--- config.mk ---
export PLATFORM = sky130hd
export DESIGN_NAME = decode_regfile_flat
export DESIGN_NICKNAME = d
export VERILOG_FILES = /design/src/rtl/decode_regfile_if.sv /design/src/rtl/decode_regfile.sv /design/src/flat_wrapper.sv
export SDC_FILE = /design/constraint.sdc
export NUM_CORES = 2
export LEC_CHECK = 0
export BUFFER_PORTS_ARGS = -buffer_cell sky130_fd_sc_hd__buf_4
export CAP_MARGIN = 20
export CORE_AREA = 2 2 670 672
export DETAILED_ROUTE_END_ITERATION = 12
export DIE_AREA = 0 0 672 674
export PLACE_DENSITY_LB_ADDON = 0.1
export SYNTH_ARGS = -nofsm -noshare
export SYNTH_HDL_FRONTEND = slang
export SYNTH_SLANG_ARGS = --single-unit
--- constraint.sdc ---
create_clock -name clk -period 3.5 [get_ports clk]
set_input_delay 0.35 -clock clk [delete_from_list [all_inputs] [get_ports clk]]
set_output_delay 0.35 -clock clk [all_outputs]
set_load 0.05 [all_outputs]
--- src/rtl/decode_regfile_if.sv ---
// Decode-stage bundle: D fields, forwarding sources, writeback port, and the
// E pipeline register / architectural state driven back out.
interface decode_regfile_if;
  logic [3:0]  D_icode, D_ifun, D_rA, D_rB;
  logic [63:0] D_valC, D_valP;
  logic [1:0]  D_stat;
  logic        E_bubble;
  logic [3:0]  e_dstE;
  logic [63:0] e_valE;
  logic [3:0]  M_dstE, M_dstM;
  logic [63:0] M_valE, m_valM;
  logic [3:0]  W_dstE, W_dstM;
  logic [63:0] W_valE, W_valM;
  logic [1:0]  W_stat;
  logic [3:0]  d_srcA, d_srcB;
  logic [3:0]  E_icode, E_ifun, E_dstE, E_dstM, E_srcA, E_srcB;
  logic [63:0] E_valA, E_valB, E_valC;
  logic [1:0]  E_stat;
  logic [63:0] reg0, reg1, reg2, reg3, reg4, reg5, reg6, reg7;
  logic [63:0] reg8, reg9, reg10, reg11, reg12, reg13, reg14, reg15;

  modport master (
    output D_icode, D_ifun, D_rA, D_rB, D_valC, D_valP, D_stat, E_bubble,
           e_dstE, e_valE, M_dstE, M_dstM, M_valE, m_valM,
           W_dstE, W_dstM, W_valE, W_valM, W_stat,
    input  d_srcA, d_srcB, E_icode, E_ifun, E_dstE, E_dstM, E_srcA, E_srcB,
           E_valA, E_valB, E_valC, E_stat,
           reg0, reg1, reg2, reg3, reg4, reg5, reg6, reg7,
           reg8, reg9, reg10, reg11, reg12, reg13, reg14, reg15
  );
  modport slave (
    input  D_icode, D_ifun, D_rA, D_rB, D_valC, D_valP, D_stat, E_bubble,
           e_dstE, e_valE, M_dstE, M_dstM, M_valE, m_valM,
           W_dstE, W_dstM, W_valE, W_valM, W_stat,
    output d_srcA, d_srcB, E_icode, E_ifun, E_dstE, E_dstM, E_srcA, E_srcB,
           E_valA, E_valB, E_valC, E_stat,
           reg0, reg1, reg2, reg3, reg4, reg5, reg6, reg7,
           reg8, reg9, reg10, reg11, reg12, reg13, reg14, reg15
  );
endinterface

--- src/rtl/decode_regfile.sv ---
// Y86-64 decode stage: 16x64 register file, source/dest selection,
// forwarding of valA/valB, and the E pipeline register.
module decode_regfile (
  input  logic             clk,
  input  logic             rst,
  decode_regfile_if.slave  bus
);
  localparam logic [1:0] STAT_AOK = 2'b00;
  localparam logic [3:0] RNONE    = 4'hF;

  typedef struct packed {
    logic [3:0]  icode, ifun, dstE, dstM, srcA, srcB;
    logic [63:0] valA, valB, valC;
    logic [1:0]  stat;
  } ereg_t;

  localparam ereg_t E_NOP = '{icode: 4'h1, ifun: 4'h0, dstE: RNONE, dstM: RNONE,
                              srcA: RNONE, srcB: RNONE, valA: 64'h0, valB: 64'h0,
                              valC: 64'h0, stat: STAT_AOK};

  logic [15:0][63:0] rf_q, rf_d;
  ereg_t             e_q, e_d;
  logic [3:0]        src_a, src_b, dst_e, dst_m;
  logic [63:0]       val_a, val_b;

  always_comb begin
    src_a = RNONE;
    src_b = RNONE;
    dst_e = RNONE;
    dst_m = RNONE;
    case (bus.D_icode)
      4'h2, 4'h4, 4'h6, 4'hA: src_a = bus.D_rA;
      4'h9, 4'hB:             src_a = 4'h4;
      default: ;
    endcase
    case (bus.D_icode)
      4'h4, 4'h5, 4'h6:       src_b = bus.D_rB;
      4'h8, 4'h9, 4'hA, 4'hB: src_b = 4'h4;
      default: ;
    endcase
    // cmov always names rB here; the condition is applied in execute
    case (bus.D_icode)
      4'h2, 4'h3, 4'h6:       dst_e = bus.D_rB;
      4'h8, 4'h9, 4'hA, 4'hB: dst_e = 4'h4;
      default: ;
    endcase
    case (bus.D_icode)
      4'h5, 4'hB: dst_m = bus.D_rA;
      default: ;
    endcase
  end

  // Youngest producer wins; a W-stage match also covers the same-cycle write.
  always_comb begin
    val_a = rf_q[src_a];
    if (bus.D_icode == 4'h7 || bus.D_icode == 4'h8) val_a = bus.D_valP;
    else if (src_a == RNONE)        val_a = 64'h0;
    else if (src_a == bus.e_dstE)   val_a = bus.e_valE;
    else if (src_a == bus.M_dstM)   val_a = bus.m_valM;
    else if (src_a == bus.M_dstE)   val_a = bus.M_valE;
    else if (src_a == bus.W_dstM)   val_a = bus.W_valM;
    else if (src_a == bus.W_dstE)   val_a = bus.W_valE;
  end

  always_comb begin
    val_b = rf_q[src_b];
    if (src_b == RNONE)             val_b = 64'h0;
    else if (src_b == bus.e_dstE)   val_b = bus.e_valE;
    else if (src_b == bus.M_dstM)   val_b = bus.m_valM;
    else if (src_b == bus.M_dstE)   val_b = bus.M_valE;
    else if (src_b == bus.W_dstM)   val_b = bus.W_valM;
    else if (src_b == bus.W_dstE)   val_b = bus.W_valE;
  end

  // dstM written last so popq %rsp keeps the loaded value
  always_comb begin
    rf_d = rf_q;
    if (bus.W_stat == STAT_AOK) begin
      if (bus.W_dstE != RNONE) rf_d[bus.W_dstE] = bus.W_valE;
      if (bus.W_dstM != RNONE) rf_d[bus.W_dstM] = bus.W_valM;
    end
  end

  always_comb begin
    e_d = E_NOP;
    if (!bus.E_bubble)
      e_d = '{icode: bus.D_icode, ifun: bus.D_ifun, dstE: dst_e, dstM: dst_m,
              srcA: src_a, srcB: src_b, valA: val_a, valB: val_b,
              valC: bus.D_valC, stat: bus.D_stat};
  end

  always_ff @(posedge clk) begin
    if (rst) begin
      rf_q <= '0;
      e_q  <= E_NOP;
    end else begin
      rf_q <= rf_d;
      e_q  <= e_d;
    end
  end

  assign bus.d_srcA  = src_a;
  assign bus.d_srcB  = src_b;
  assign bus.E_icode = e_q.icode;
  assign bus.E_ifun  = e_q.ifun;
  assign bus.E_dstE  = e_q.dstE;
  assign bus.E_dstM  = e_q.dstM;
  assign bus.E_srcA  = e_q.srcA;
  assign bus.E_srcB  = e_q.srcB;
  assign bus.E_valA  = e_q.valA;
  assign bus.E_valB  = e_q.valB;
  assign bus.E_valC  = e_q.valC;
  assign bus.E_stat  = e_q.stat;
  assign bus.reg0    = rf_q[0];
  assign bus.reg1    = rf_q[1];
  assign bus.reg2    = rf_q[2];
  assign bus.reg3    = rf_q[3];
  assign bus.reg4    = rf_q[4];
  assign bus.reg5    = rf_q[5];
  assign bus.reg6    = rf_q[6];
  assign bus.reg7    = rf_q[7];
  assign bus.reg8    = rf_q[8];
  assign bus.reg9    = rf_q[9];
  assign bus.reg10   = rf_q[10];
  assign bus.reg11   = rf_q[11];
  assign bus.reg12   = rf_q[12];
  assign bus.reg13   = rf_q[13];
  assign bus.reg14   = rf_q[14];
  assign bus.reg15   = rf_q[15];
endmodule

--- src/flat_wrapper.sv ---
// flat-port wrapper written by rule: the top's interface ports become plain ports
module decode_regfile_flat 
  (clk, rst, bus_D_icode, bus_D_ifun, bus_D_rA, bus_D_rB, bus_D_valC, bus_D_valP, bus_D_stat, bus_E_bubble, bus_e_dstE, bus_e_valE, bus_M_dstE, bus_M_dstM, bus_M_valE, bus_m_valM, bus_W_dstE, bus_W_dstM, bus_W_valE, bus_W_valM, bus_W_stat, bus_d_srcA, bus_d_srcB, bus_E_icode, bus_E_ifun, bus_E_dstE, bus_E_dstM, bus_E_srcA, bus_E_srcB, bus_E_valA, bus_E_valB, bus_E_valC, bus_E_stat, bus_reg0, bus_reg1, bus_reg2, bus_reg3, bus_reg4, bus_reg5, bus_reg6, bus_reg7, bus_reg8, bus_reg9, bus_reg10, bus_reg11, bus_reg12, bus_reg13, bus_reg14, bus_reg15);
  decode_regfile_if bus_i ();
  input  logic clk;
  input  logic rst;
  input wire logic [$bits(bus_i.D_icode)-1:0] bus_D_icode;
  input wire logic [$bits(bus_i.D_ifun)-1:0] bus_D_ifun;
  input wire logic [$bits(bus_i.D_rA)-1:0] bus_D_rA;
  input wire logic [$bits(bus_i.D_rB)-1:0] bus_D_rB;
  input wire logic [$bits(bus_i.D_valC)-1:0] bus_D_valC;
  input wire logic [$bits(bus_i.D_valP)-1:0] bus_D_valP;
  input wire logic [$bits(bus_i.D_stat)-1:0] bus_D_stat;
  input wire logic [$bits(bus_i.E_bubble)-1:0] bus_E_bubble;
  input wire logic [$bits(bus_i.e_dstE)-1:0] bus_e_dstE;
  input wire logic [$bits(bus_i.e_valE)-1:0] bus_e_valE;
  input wire logic [$bits(bus_i.M_dstE)-1:0] bus_M_dstE;
  input wire logic [$bits(bus_i.M_dstM)-1:0] bus_M_dstM;
  input wire logic [$bits(bus_i.M_valE)-1:0] bus_M_valE;
  input wire logic [$bits(bus_i.m_valM)-1:0] bus_m_valM;
  input wire logic [$bits(bus_i.W_dstE)-1:0] bus_W_dstE;
  input wire logic [$bits(bus_i.W_dstM)-1:0] bus_W_dstM;
  input wire logic [$bits(bus_i.W_valE)-1:0] bus_W_valE;
  input wire logic [$bits(bus_i.W_valM)-1:0] bus_W_valM;
  input wire logic [$bits(bus_i.W_stat)-1:0] bus_W_stat;
  output wire logic [$bits(bus_i.d_srcA)-1:0] bus_d_srcA;
  output wire logic [$bits(bus_i.d_srcB)-1:0] bus_d_srcB;
  output wire logic [$bits(bus_i.E_icode)-1:0] bus_E_icode;
  output wire logic [$bits(bus_i.E_ifun)-1:0] bus_E_ifun;
  output wire logic [$bits(bus_i.E_dstE)-1:0] bus_E_dstE;
  output wire logic [$bits(bus_i.E_dstM)-1:0] bus_E_dstM;
  output wire logic [$bits(bus_i.E_srcA)-1:0] bus_E_srcA;
  output wire logic [$bits(bus_i.E_srcB)-1:0] bus_E_srcB;
  output wire logic [$bits(bus_i.E_valA)-1:0] bus_E_valA;
  output wire logic [$bits(bus_i.E_valB)-1:0] bus_E_valB;
  output wire logic [$bits(bus_i.E_valC)-1:0] bus_E_valC;
  output wire logic [$bits(bus_i.E_stat)-1:0] bus_E_stat;
  output wire logic [$bits(bus_i.reg0)-1:0] bus_reg0;
  output wire logic [$bits(bus_i.reg1)-1:0] bus_reg1;
  output wire logic [$bits(bus_i.reg2)-1:0] bus_reg2;
  output wire logic [$bits(bus_i.reg3)-1:0] bus_reg3;
  output wire logic [$bits(bus_i.reg4)-1:0] bus_reg4;
  output wire logic [$bits(bus_i.reg5)-1:0] bus_reg5;
  output wire logic [$bits(bus_i.reg6)-1:0] bus_reg6;
  output wire logic [$bits(bus_i.reg7)-1:0] bus_reg7;
  output wire logic [$bits(bus_i.reg8)-1:0] bus_reg8;
  output wire logic [$bits(bus_i.reg9)-1:0] bus_reg9;
  output wire logic [$bits(bus_i.reg10)-1:0] bus_reg10;
  output wire logic [$bits(bus_i.reg11)-1:0] bus_reg11;
  output wire logic [$bits(bus_i.reg12)-1:0] bus_reg12;
  output wire logic [$bits(bus_i.reg13)-1:0] bus_reg13;
  output wire logic [$bits(bus_i.reg14)-1:0] bus_reg14;
  output wire logic [$bits(bus_i.reg15)-1:0] bus_reg15;
  assign bus_i.D_icode = bus_D_icode;
  assign bus_i.D_ifun = bus_D_ifun;
  assign bus_i.D_rA = bus_D_rA;
  assign bus_i.D_rB = bus_D_rB;
  assign bus_i.D_valC = bus_D_valC;
  assign bus_i.D_valP = bus_D_valP;
  assign bus_i.D_stat = bus_D_stat;
  assign bus_i.E_bubble = bus_E_bubble;
  assign bus_i.e_dstE = bus_e_dstE;
  assign bus_i.e_valE = bus_e_valE;
  assign bus_i.M_dstE = bus_M_dstE;
  assign bus_i.M_dstM = bus_M_dstM;
  assign bus_i.M_valE = bus_M_valE;
  assign bus_i.m_valM = bus_m_valM;
  assign bus_i.W_dstE = bus_W_dstE;
  assign bus_i.W_dstM = bus_W_dstM;
  assign bus_i.W_valE = bus_W_valE;
  assign bus_i.W_valM = bus_W_valM;
  assign bus_i.W_stat = bus_W_stat;
  assign bus_d_srcA = bus_i.d_srcA;
  assign bus_d_srcB = bus_i.d_srcB;
  assign bus_E_icode = bus_i.E_icode;
  assign bus_E_ifun = bus_i.E_ifun;
  assign bus_E_dstE = bus_i.E_dstE;
  assign bus_E_dstM = bus_i.E_dstM;
  assign bus_E_srcA = bus_i.E_srcA;
  assign bus_E_srcB = bus_i.E_srcB;
  assign bus_E_valA = bus_i.E_valA;
  assign bus_E_valB = bus_i.E_valB;
  assign bus_E_valC = bus_i.E_valC;
  assign bus_E_stat = bus_i.E_stat;
  assign bus_reg0 = bus_i.reg0;
  assign bus_reg1 = bus_i.reg1;
  assign bus_reg2 = bus_i.reg2;
  assign bus_reg3 = bus_i.reg3;
  assign bus_reg4 = bus_i.reg4;
  assign bus_reg5 = bus_i.reg5;
  assign bus_reg6 = bus_i.reg6;
  assign bus_reg7 = bus_i.reg7;
  assign bus_reg8 = bus_i.reg8;
  assign bus_reg9 = bus_i.reg9;
  assign bus_reg10 = bus_i.reg10;
  assign bus_reg11 = bus_i.reg11;
  assign bus_reg12 = bus_i.reg12;
  assign bus_reg13 = bus_i.reg13;
  assign bus_reg14 = bus_i.reg14;
  assign bus_reg15 = bus_i.reg15;
  decode_regfile u_core (.clk(clk), .rst(rst), .bus(bus_i));
endmodule
# == Word level (Yosys, flattened, before mapping) ==
# Index checks and enable logic that the tools add are counted.
# word_totals
word_cells,98
latchBits,0
ram_bits,0
out_inout_bits,1250
regBits,1242
mem_count,0
in_bits,491
rom_bits,0
# op_classes
n_eq_ne,24
mux,28
reduce_logical,13
shifts,0
magnitude_cmp,6
div,0
n_bitwise,1
n_addsub,0
mul,0
# op_table
cell,n
$mux 1024,3
$bwmux 1024,2
$mux 64,16
$bmux 64 s4,2
$demux 64 s4,2
$eq 4x4->1,10
$eq 4x4->1 const B,6
$pmux 4 s2,3
$lt 4x5->1 const B,4
$eq 4x3->1 const B,4
$reduce_or 3->1,4
$eq 4x2->1 const B,2
$ge 4x1->1 const B,2
$ne 4x4->1 const B,2
$reduce_or 4->1,2
$reduce_or 2->1,3
$logic_and 1x1->1,2
$logic_not 2->1,1
$logic_or 1x1->1,1
$not 1->1,1

# == Logic depth before layout (Yosys ltp) ==
# depth
ltp_word,12
depth_mapped,15
mapped_depth_nobuf,10

# == Worst setup path before layout ==
# No wires, ideal clock.
# synth_timing
kind,input to register
startpoint,in bus_D_icode[3]
endpoint,reg u_core.e_q (netlist bit u_core.bus.E_valB[53])
setup_time_ns,0.126
arrival_time_ns,2.754
required_time_ns,3.374
slack_ns,0.620
stages,14
path_buffers,7
path_cell_list,buf_6 > buf_2 > nand2b_1 > buf_2 > o31ai_4 > inv_1 > buf_2 > buf_2 > buf_2 > clkbuf_1 > o21ai_0 > nand3_1 > and3_1 > o31ai_2
# synth_between
elab_chain_len,10
elab_cells_between_ends,24
classes_between,13 x eq/ne; 8 x mux; 3 x reduce/logical
# synth_lines
item,line,rtl
start: declaration,flat_wrapper.sv:7,input wire logic [$bits(bus_i.D_icode)-1:0] bus_D_icode;
$eq 4x4->1 / $eq 4x3->1 (equally long branches),decode_regfile.sv:36,case (bus.D_icode)
$reduce_or 4->1 / $reduce_or 3->1 (equally long branches),decode_regfile.sv:36,
$pmux 4 s2 (*),decode_regfile.sv:36,
net bus_d_srcB[1],flat_wrapper.sv:27,output wire logic [$bits(bus_i.d_srcB)-1:0] bus_d_srcB;
$bmux 64 s4,decode_regfile.sv:66,val_b = rf_q[src_b];
$mux 64 (implied by the code),decode_regfile.sv:66,
$mux 64,decode_regfile.sv:72,else if (src_b == bus.W_dstE) val_b = bus.W_valE;
$mux 64,decode_regfile.sv:71,else if (src_b == bus.W_dstM) val_b = bus.W_valM;
$mux 64,decode_regfile.sv:70,else if (src_b == bus.M_dstE) val_b = bus.M_valE;
$mux 64,decode_regfile.sv:69,else if (src_b == bus.M_dstM) val_b = bus.m_valM;
$mux 64,decode_regfile.sv:68,else if (src_b == bus.e_dstE) val_b = bus.e_valE;
end signal: assignment,decode_regfile.sv:95,e_q <= E_NOP;
end signal: assignment,decode_regfile.sv:98,e_q <= e_d;
end: declaration,decode_regfile.sv:22,"ereg_t e_q, e_d;"
# The timed path passes the listed nets; every way through them passes the cells marked *. The select of a mux whose other input is x is not followed.
# A chain may end at the register's enable or synchronous reset.

# == Final worst setup path ==
# layout_timing
startpoint,in bus_D_rA[3]
endpoint,reg u_core.e_q (netlist bit u_core.bus.E_valA[4])
# layout_between
elab_chain_len,10
elab_cells_between_ends,16
classes_between,6 x eq/ne; 10 x mux
# layout_lines
item,line,rtl
start: declaration,flat_wrapper.sv:9,input wire logic [$bits(bus_i.D_rA)-1:0] bus_D_rA;
$pmux 4 s2 (*),decode_regfile.sv:31,case (bus.D_icode)
$bmux 64 s4,decode_regfile.sv:55,val_a = rf_q[src_a];
$mux 64 (implied by the code),decode_regfile.sv:55,
$mux 64,decode_regfile.sv:62,else if (src_a == bus.W_dstE) val_a = bus.W_valE;
$mux 64,decode_regfile.sv:61,else if (src_a == bus.W_dstM) val_a = bus.W_valM;
$mux 64,decode_regfile.sv:60,else if (src_a == bus.M_dstE) val_a = bus.M_valE;
$mux 64,decode_regfile.sv:59,else if (src_a == bus.M_dstM) val_a = bus.m_valM;
$mux 64,decode_regfile.sv:58,else if (src_a == bus.e_dstE) val_a = bus.e_valE;
$mux 64 (*),decode_regfile.sv:57,else if (src_a == RNONE) val_a = 64'h0;
$mux 64 (*),decode_regfile.sv:56,if (bus.D_icode == 4'h7 || bus.D_icode == 4'h8) val_a = bus.D_valP;
# Mark *: on every way between the ends. The rest lies on a longest branch, timed or not. The select of a mux whose other input is x is not followed.

==> key figures <==
Run status
  • Status: completed

Synthesis
  • Post-Syn Instances: between 9000 and 10000
  • Post-Syn Area: 73100 µm²
  • Syn_area_per_cell: 7.68 µm²
  • Synth Area in XOR/XNOR: 0.335%
  • Primary FF master, synth: dfxtp_1
  • Largest family of logic cells by synthesized area: compound AO/OA/AOI/OAI gates
  • Synth async-reset ratio: 0%
  • Post-synth EDFFs: 0
  • Post-Synthesis Net Count: 10000
  • Sequential area share after synthesis: 34.0%
  • Synthesized-area fraction occupied by and/or/nand/nor cells: 18.6%
  • Compound-Gate Fraction of Synth Area: a little under a third
  • Post-synthesis adder-cell area fraction: 0%
  • Ys Warns: 0
  • Mux share of post-synthesis cell area: 10.1%
  • Yosys cell types: 79
  • Number of synthesized register bits: 1242

Finish
  • Fin area: 109000 µm²
  • Layout area overhead: 49.4%
  • Final #Nets: between 10000 and 15000
  • Final-layout fill cell count: 48800
  • Layout cells sized above 1: 24.2%
  • Final design utilization: 24.4%
  • Most common cell after layout, fill and taps aside: buf_4
  • Most frequent cells in the layout: buf_4, nor2_1, dfxtp_1

Route
  • DRC errors left: 0
  • Vias: 92500
  • Final WL: approximately 680000 µm
  • Pre-antenna DRT Iters: 9
  • DR WL/cell: 38.5 µm
  • Post-DR vias/cell: 5.24
  • DRT iter0 DRCs: 9689
  • Post-route ant nets: 0

Global routing
  • Global-route wire length before repair: 878000 µm
  • Total congestion overflow: 0
  • Aggregate global-route resource usage: 28.3%
  • Vias in the first global route: slightly below 90000
  • Antenna violations before repair: 46
  • Pin count of the biggest net entering global routing: roughly 170

Timing
  • Max_slew headroom: between 20% and 30%
  • Finish-stage setup viols: 0
  • Fin crit period: about 3.5 ns
  • Period utilisation layout: 99.6%
  • Final worst setup slack: 0.0145 ns
  • Final Skew: 0.0462 ns
  • Actual slew at the worst max-slew pin: 1.20 ns
  • Max-slew violations: 0
  • Final number of hold-violating endpoints: 0
  • Achievable Freq: 0.287 GHz

Worst setup path
  • Worst Path Required: between 4 and 5 ns
  • R2R Path Start: u_core.bus.reg3[45]
  • Arrival time worst endpoint: around 4.3 ns
  • Critical setup path kind: input pin to register
  • CP bufs+invs: 7
  • Critical path's top delay family: buffers and inverters
  • Largest incremental delay on the critical path: just over 0.6 ns
  • Critical path launch point: bus_D_rA[3]
  • Critical Path, Cell by Cell: dlygate4sd3_1 > buf_6 > or2_4 > o31ai_4 > inv_2 > xnor2_2 > nand4_4 > nor2_4 > buf_12 > clkbuf_16 > a22oi_1 > dlygate4sd3_1 > o22ai_1 > dlygate4sd3_1
  • CP max-delay cell: dlygate4sd3_1
  • Max FO, Critical Path: 15
  • Critical Path End Type: register
  • Most used cell, CP: dlygate4sd3_1
  • Startpoint types: input pin

Job
  • Maxcap violations: 0

Clock network
  • CTS Buf Count: approximately 180
  • Root buffer cell: clkbuf_16
  • CTS sink cnt: 1242
  • H-tree levels: 4
  • CTS tree: done
  • Latest clock arrival within the worst-skew pair: 0.91 ns
  • Clock slew at reported path FFs: 0.06 ns
  • CTS Buffer Depth: 4

Power
  • Leak: 42.6 nW
  • Power per cell area: 417 nW/µm²
  • Tot Pwr: 0.0455 W
  • Peak VDD IR: between 300 and 400 µV

Floorplanning
  • Initial Util: 16.4%
  • Die Y: 674 µm
  • Num rows: 246
  • Die Area: 453000 µm²
  • Ports: 1741
  • Horiz. Die Dim: between 600 and 700 µm
  • Placeable Area: 447000 µm²

Place
  • Port buffer count: 1740
  • Placer Congestion: 0.897
  • Setup WS pre-CTS: -0.246 ns
  • Dpl cell area: 96100 µm²
  • Hpwl dp: 498000 µm

Min path
  • Hold Crit Class: input pin to register
  • Worst Hold Launch: bus_D_icode[0]
-- timing repair --
| action | in CTS | in global routing |
|---|---|---|
| endpoints found under the hold margin | 1138 | 0 |
| buffers inserted | 0 | 24 |
| hold buffers | 656 | 0 |
| resized for setup | 0 | 18 |
| setup endpoints to repair | 0 | 99 |
-- worst register-to-register path, cell delays in order, from the launching register on --
cell	delay, ns
dfxtp_1	0.38
nor2_1	0.13
nor2_1	0.04
a21oi_1	0.18
o22ai_1	0.13
a2111oi_0	0.92
buf_4	0.24
and3_1	0.16
o31ai_1	0.06
dlygate4sd3_1	0.55
-- report_power, final --
part	internal [W]	switching (W)	leakage, nW
Sequential	0.0145	0.000616	10.1
Clock	0.0115	0.00825	3.01
Combinational	0.00347	0.00716	29.5
-- worst paths after layout --
kind	slack [ns]	to	depth (start not counted)
max	0.01	u_core.bus.E_valA[4]	14
min	0.12	u_core.bus.E_dstM[1]	4
max reg2reg	0.61	u_core.bus.E_valB[45]	9
min reg2reg	0.50	u_core.bus.reg15[55]	1
-- cells in the mapped netlist, types with 163 or more instances --
| cell | count | area, µm² |
|---|---|---|
| dfxtp_1 | 1242 | 24900 |
| a211oi_1 | 781 | 5860 |
| nor2_1 | 1437 | 5390 |
| nand2_1 | 1069 | 4010 |
| nor3_1 | 187 | 936 |
| o21ai_0 | 168 | 841 |
| o22ai_1 | 608 | 3800 |
| clkbuf_1 | 863 | 3240 |
| mux2i_1 | 736 | 7370 |
| buf_2 | 193 | 966 |
| nand3_1 | 163 | 816 |
| a22oi_1 | 188 | 1410 |
| a21oi_1 | 435 | 2180 |
| a311oi_1 | 201 | 1760 |
| o221ai_1 | 185 | 1620 |
-- metal layers --
| metal | vias up | track usage [%] | part of all wire [%] |
|---|---|---|---|
| met5 | - | 0 | 0.011 |
| met1 | 46700 | 34.1 | 39 |
| met2 | 5149 | 47.6 | 47 |
| li1 | 39400 | - | - |
| met4 | 12 | 15.7 | 6.6 |
| met3 | 1201 | 5.10 | 7.2 |
-- cell type report --
type | count | area [µm²] | share of cell area, %
Inverter | 37 | 169 | 0.155
Tap cell | 5952 | 7450 | 6.82
Clock buffer | 271 | 5380 | 4.93
Multi-Input combinational cell | 7071 | 44200 | 40.5
Antenna cell | 15 | 37.5 | 0.0344
Clock inverter | 59 | 703 | 0.644
Sequential cell | 1242 | 24900 | 22.8
Timing Repair Buffer | 2986 | 26400 | 24.2
-- logic make-up after synthesis --
| kind of cell | count (synthesis) |
|---|---|
| AOI/OAI and AO/OA | 3068 |
| buffers and inverters | 1212 |
| DFF | 1242 |
| and+or+nand+nor | 3238 |
| muxes | 737 |
| xor gates and xnor gates | 28 |
-- metrics by stage --
stage / TNS, ns / hold WS [ns] / std cells
4_1_cts: 0 / 0.0103 / 17600
3_3_place_gp: -1.62 / 0.493 / 16600
3_5_place_dp: -0.543 / 0.498 / 16600
6_report: 0 / 0.115 / 17600
5_1_grt: -0.00648 / 0.100 / 17600
2_1_floorplan: 0 / 0.449 / 9525
No activity file was read; power rests on OpenSTA's default activity.
